$ cat src/rtl/priority_arbiter.sv
`default_nettype none
// ============================================================================
//  Module      : priority_arbiter
//  Description : Registered N-way arbiter. Fixed priority (highest index wins)
//                or round-robin, with a valid/ready hold-until-accepted grant.
//  Revision    : 1.0 - initial release
// ============================================================================
module priority_arbiter #(
    parameter int N    = 8,
    parameter int MODE = 0,
    localparam int W   = (N > 2) ? $clog2(N) : 1
) (
    input  logic         clk,
    input  logic         rst_n,
    input  logic [N-1:0] req,
    input  logic         out_ready,
    output logic         out_valid,
    output logic [W-1:0] out_idx,
    output logic [N-1:0] out_gnt,
    output logic         out_multi
);

    localparam logic [0:0]   c_idle = 1'b0;
    localparam logic [0:0]   c_hold = 1'b1;
    localparam logic [W-1:0] c_last = W'(N - 1);

    logic [0:0]   r_state;
    logic [0:0]   w_state_nxt;
    logic         w_load;
    logic         w_any;
    logic         w_multi;
    logic [W-1:0] w_search_ptr;
    logic [W-1:0] w_win;

    logic [W-1:0] r_idx;
    logic [N-1:0] r_gnt;
    logic         r_multi;

    assign w_any   = |req;
    assign w_multi = |(req & (req - N'(1)));

    // Search start point: constant top index in fixed mode, live pointer in
    // round-robin mode (already advanced past a grant accepted this cycle).
    generate
        if (MODE == 1) begin : g_rr
            logic [W-1:0] r_ptr;
            logic [W-1:0] w_ptr_dec;
            logic         w_accept;

            assign w_accept     = (r_state == c_hold) && out_ready;
            assign w_ptr_dec    = (r_idx == '0) ? c_last : (r_idx - W'(1));
            assign w_search_ptr = w_accept ? w_ptr_dec : r_ptr;

            // Pointer moves to one below the served index on each acceptance.
            always_ff @(posedge clk) begin
                if (!rst_n) begin
                    r_ptr <= c_last;
                end else if (w_accept) begin
                    r_ptr <= w_ptr_dec;
                end
            end
        end else begin : g_fixed
            assign w_search_ptr = c_last;
        end
    endgenerate

    // Scan downward from the search pointer with wrap; first set bit wins.
    always_comb begin
        logic         v_found;
        logic [W-1:0] v_pos;
        v_found = 1'b0;
        v_pos   = '0;
        w_win   = '0;
        for (int j = 0; j < N; j++) begin
            if (j <= int'(w_search_ptr)) begin
                v_pos = W'(int'(w_search_ptr) - j);
            end else begin
                v_pos = W'(int'(w_search_ptr) + N - j);
            end
            if (!v_found && req[v_pos]) begin
                v_found = 1'b1;
                w_win   = v_pos;
            end
        end
    end

    // State register.
    always_ff @(posedge clk) begin
        if (!rst_n) begin
            r_state <= c_idle;
        end else begin
            r_state <= w_state_nxt;
        end
    end

    // Next state and load decision; a grant is replaced only when idle or
    // when the current one is being accepted.
    always_comb begin
        w_state_nxt = r_state;
        w_load      = 1'b0;
        case (r_state)
            c_idle: begin
                if (w_any) begin
                    w_load      = 1'b1;
                    w_state_nxt = c_hold;
                end
            end
            c_hold: begin
                if (out_ready) begin
                    if (w_any) begin
                        w_load = 1'b1;
                    end else begin
                        w_state_nxt = c_idle;
                    end
                end
            end
            default: w_state_nxt = c_idle;
        endcase
    end

    // Grant registers: winner and multi flag captured from the same sample.
    always_ff @(posedge clk) begin
        if (!rst_n) begin
            r_idx   <= '0;
            r_gnt   <= '0;
            r_multi <= 1'b0;
        end else if (w_load) begin
            r_idx   <= w_win;
            r_gnt   <= N'(1) << w_win;
            r_multi <= w_multi;
        end else if (w_state_nxt == c_idle) begin
            r_gnt   <= '0;
        end
    end

    assign out_valid = (r_state == c_hold);
    assign out_idx   = r_idx;
    assign out_gnt   = r_gnt;
    assign out_multi = r_multi;

endmodule
`default_nettype wire

$ cat config.mk
export PLATFORM = sky130hd
export DESIGN_NAME = priority_arbiter
export DESIGN_NICKNAME = d
export VERILOG_FILES = /design/src/rtl/priority_arbiter.sv
export SDC_FILE = /design/constraint.sdc
export NUM_CORES = 1
export LEC_CHECK = 0
export ABC_AREA = 1
export CAP_MARGIN = 10
export CORE_AREA = 2 2 56 58
export DETAILED_ROUTE_END_ITERATION = 8
export DIE_AREA = 0 0 58 60
export RECOVER_POWER = 100
export SYNTH_ARGS = -nofsm -noshare
export SYNTH_HDL_FRONTEND = slang
export SYNTH_SLANG_ARGS = --single-unit
$ cat constraint.sdc
create_clock -name clk -period 2 [get_ports clk]
set_clock_uncertainty 0.1 [all_clocks]
set_input_delay 0.2 -clock clk [delete_from_list [all_inputs] [get_ports clk]]
set_output_delay 0.2 -clock clk [all_outputs]
set_load 0.02 [all_outputs]
==> impl_metrics.yaml <==
logic_synthesis:
  syn_nets: 114
  ys_seq_elements: 13
  synth.cell_area_um2: 683.2
  yosysSeqAreaShare_pct: 38.10
  synth_cell_types: 16
  ys_warn_count: 0
  synth_area_per_cell_um2: 6.633
  synthCells: 103
routing:
  drt-initial-drc-count: 15
  drt-pass1-iter-count: 4
  num_vias: 698
  viasPerCell: 4.282
  wl_per_cell_um: 9.172
  drc: 0
  ant_nets: 0
  drt-total-wl_um: 1495
sta:
  worstMarginPinSlew_ns: 0.2744
  fin_ws_ns: 0.3908
  hold_viol_final: 0
  period_minus_slack_ns: 1.609
  fmax_ghz: 0.6214
  max_slew_margin_pct: 81.64
  fin_crit_sh_pct: 80.46
  setup_viol: 0
  rsz0062_at_grt: "false"
  finalMaxSlewViolations: 0
  setup_tns_ns: 0
die:
  dieWidth_um: 58
  die-area_um2: 3480
  rows: 20
  io_pins: 24
  start_util_pct: 23.53
  core-area_um2: 2903
  fp.dieH_um: 60
placement:
  numPortBuffers: 23
  dp_slack_ns: 0.2919
  dpl.hpwl_um: 1249
  globalplace.congestion: 0.8504
job:
  cap_violations: 0
power_and_ir_drop:
  p_per_area_nw_per_um2: 571.6
  comb_power_share_pct: 20.7
  p_int_mw: 0.3976
  switching_power_mw: 0.1567
  irDropWorstVdd_mv: 0.1867
  seqPwrFrac_pct: 49.6
  pwr-share-clk_pct: 29.7
  power_leakage_nw: 0.4424
  swShare_pct: 28.27
setup_path:
  max_stage_delay_ns: 0.68
  crit_slowest_cell: "dlygate4sd3_1"
  cp_cell_sequence: "dlygate4sd3_1"
  path_delay_family: "buffers and inverters"
  critPathMaxFanout: 2
  crit_required_ns: 1.70
  end_kind: "output port"
  path_depth: 1
  critPathArrivalTime_ns: 1.31
  r2r.worst_path.cells: 6
  start_kind: "register"
  cp.buffers_inverters: 1
  critPathKind: "register to output port"
cells_and_area:
  n_antenna_cell: 0
  nNetsFinal: 142
  final_common_cell: "nand2_1"
  areaGrowthSynthToFinish_pct: 41.94
  final_cell_mix: "nand2_1 (29), nor2_1 (16), dlygate4sd3_1 (14)"
  drive_gt1_share_pct: 8.462
  n_fill_cell: 315
global_route:
  grt_start_max_net_pins: 13
  grt_pass1_wl_um: 2470
  grt_usage_pct: 9.256
  antenna_found_initial: 0
  grt_pass1_vias: 634
  globalRouteOverflowTotal: 0
hold_path:
  hold_class: "register to register"
  hold_path_depth: 2
clocking:
  postCtsSetupBuffers: 0
  clock-sinks: 13
  cts_buffers: 3
  clk_latency_ns: 0.28
  cts_resized: 0
  root_buffer: "clkbuf_4"
  h-tree-depth: 1
  clk_path_buf_depth: 2
  cts_tree: "done"
  clkSlewWorstSetupHoldPaths_ns: 0.07
  cts_hold_buf: 0
status:
  outcome: "finished clean"
## worst register-to-register path, cell delays in order (launching register included)
cell,delay (ns)
dfxtp_1,0.32
inv_1,0.05
nor2_2,0.18
inv_1,0.09
o21ai_2,0.09
nand2_1,0.07
a21oi_1,0.14
## cell usage after synthesis
master,count,share of area (%)
a21oi_1,10,7.3
nand2_1,29,16
buf_6,1,1.6
nor2_2,2,1.8
inv_1,12,6.6
nor2_4,3,4.9
nor2_1,15,8.2
nand2_4,1,1.6
clkinv_1,1,0.55
and3_1,1,0.92
nor3_1,2,1.5
nand3_1,5,3.7
nand4_1,1,0.92
o21ai_0,5,3.7
dfxtp_1,13,38
o21ai_2,2,2.6
## cell type report
class	count	area, um2	area share, %
inverters	13	48.80	5.032
clock buffers	4	26.28	2.710
repair buffers	24	237.7	24.52
flip-flops and latches	13	260.3	26.84
multi-input cells	76	355.3	36.65
well taps	33	41.29	4.258
## power groups by stage
stage | registers [mW] | clock network (mW) | logic, mW
floorplan | 0.295 | 0 | 0.0486
global placement | 0.282 | 0 | 0.120
detailed placement | 0.282 | 0 | 0.121
CTS | 0.276 | 0.168 | 0.121
global route | 0.276 | 0.177 | 0.128
finish | 0.275 | 0.164 | 0.115
## registers in the layout, indices dropped and copies added, names as in the netlist
register,count
out_gnt,8
out_idx,3
out_multi,1
out_valid,1
## through the flow
stage | hold slack (ns) | area, um2 | utilization, % | power (mW) | cells
2_1_floorplan | 0.2139 | 683.2 | - | 0.3435 | 103
3_3_place_gp | 0.3565 | 950.9 | 32.76 | 0.4016 | 159
3_5_place_dp | 0.3536 | 950.9 | 32.76 | 0.4024 | 159
4_1_cts | 0.3655 | 977.2 | 33.66 | 0.5646 | 163
5_1_grt | 0.3978 | 969.7 | 33.41 | 0.5810 | 163
6_report | 0.3604 | 969.7 | 33.41 | 0.5543 | 163
## cells by family (layout without fill, tap and decap cells)
group           Yosys count  count (layout)  synth area share, %
buf+inv                  14              41                8.790
flops                    13              13                38.10
compound gates           17              17                13.55
simple gates             59              59                39.56
## final timing paths
path | to | startpoint | slack (ns)
worst max-delay path | out_multi | out_multi | 0.39
worst min-delay path | out_gnt[5] | out_gnt[5] | 0.36
worst max register to register | out_idx[2] | out_valid | 0.89
worst min register to register | out_gnt[5] | out_gnt[5] | 0.36
## per-layer routing
layer	wire length (um)	global-route usage, %	share of wire, %	vias to the layer above
met1	650	9.711	43	294
li1	-	-	-	380
met3	90	1.082	6.0	5
met4	63	7.973	4.2	0
met2	690	16.40	46	19
met5	0	0	0	-
Note: power is estimated with default switching activity, not from simulation.
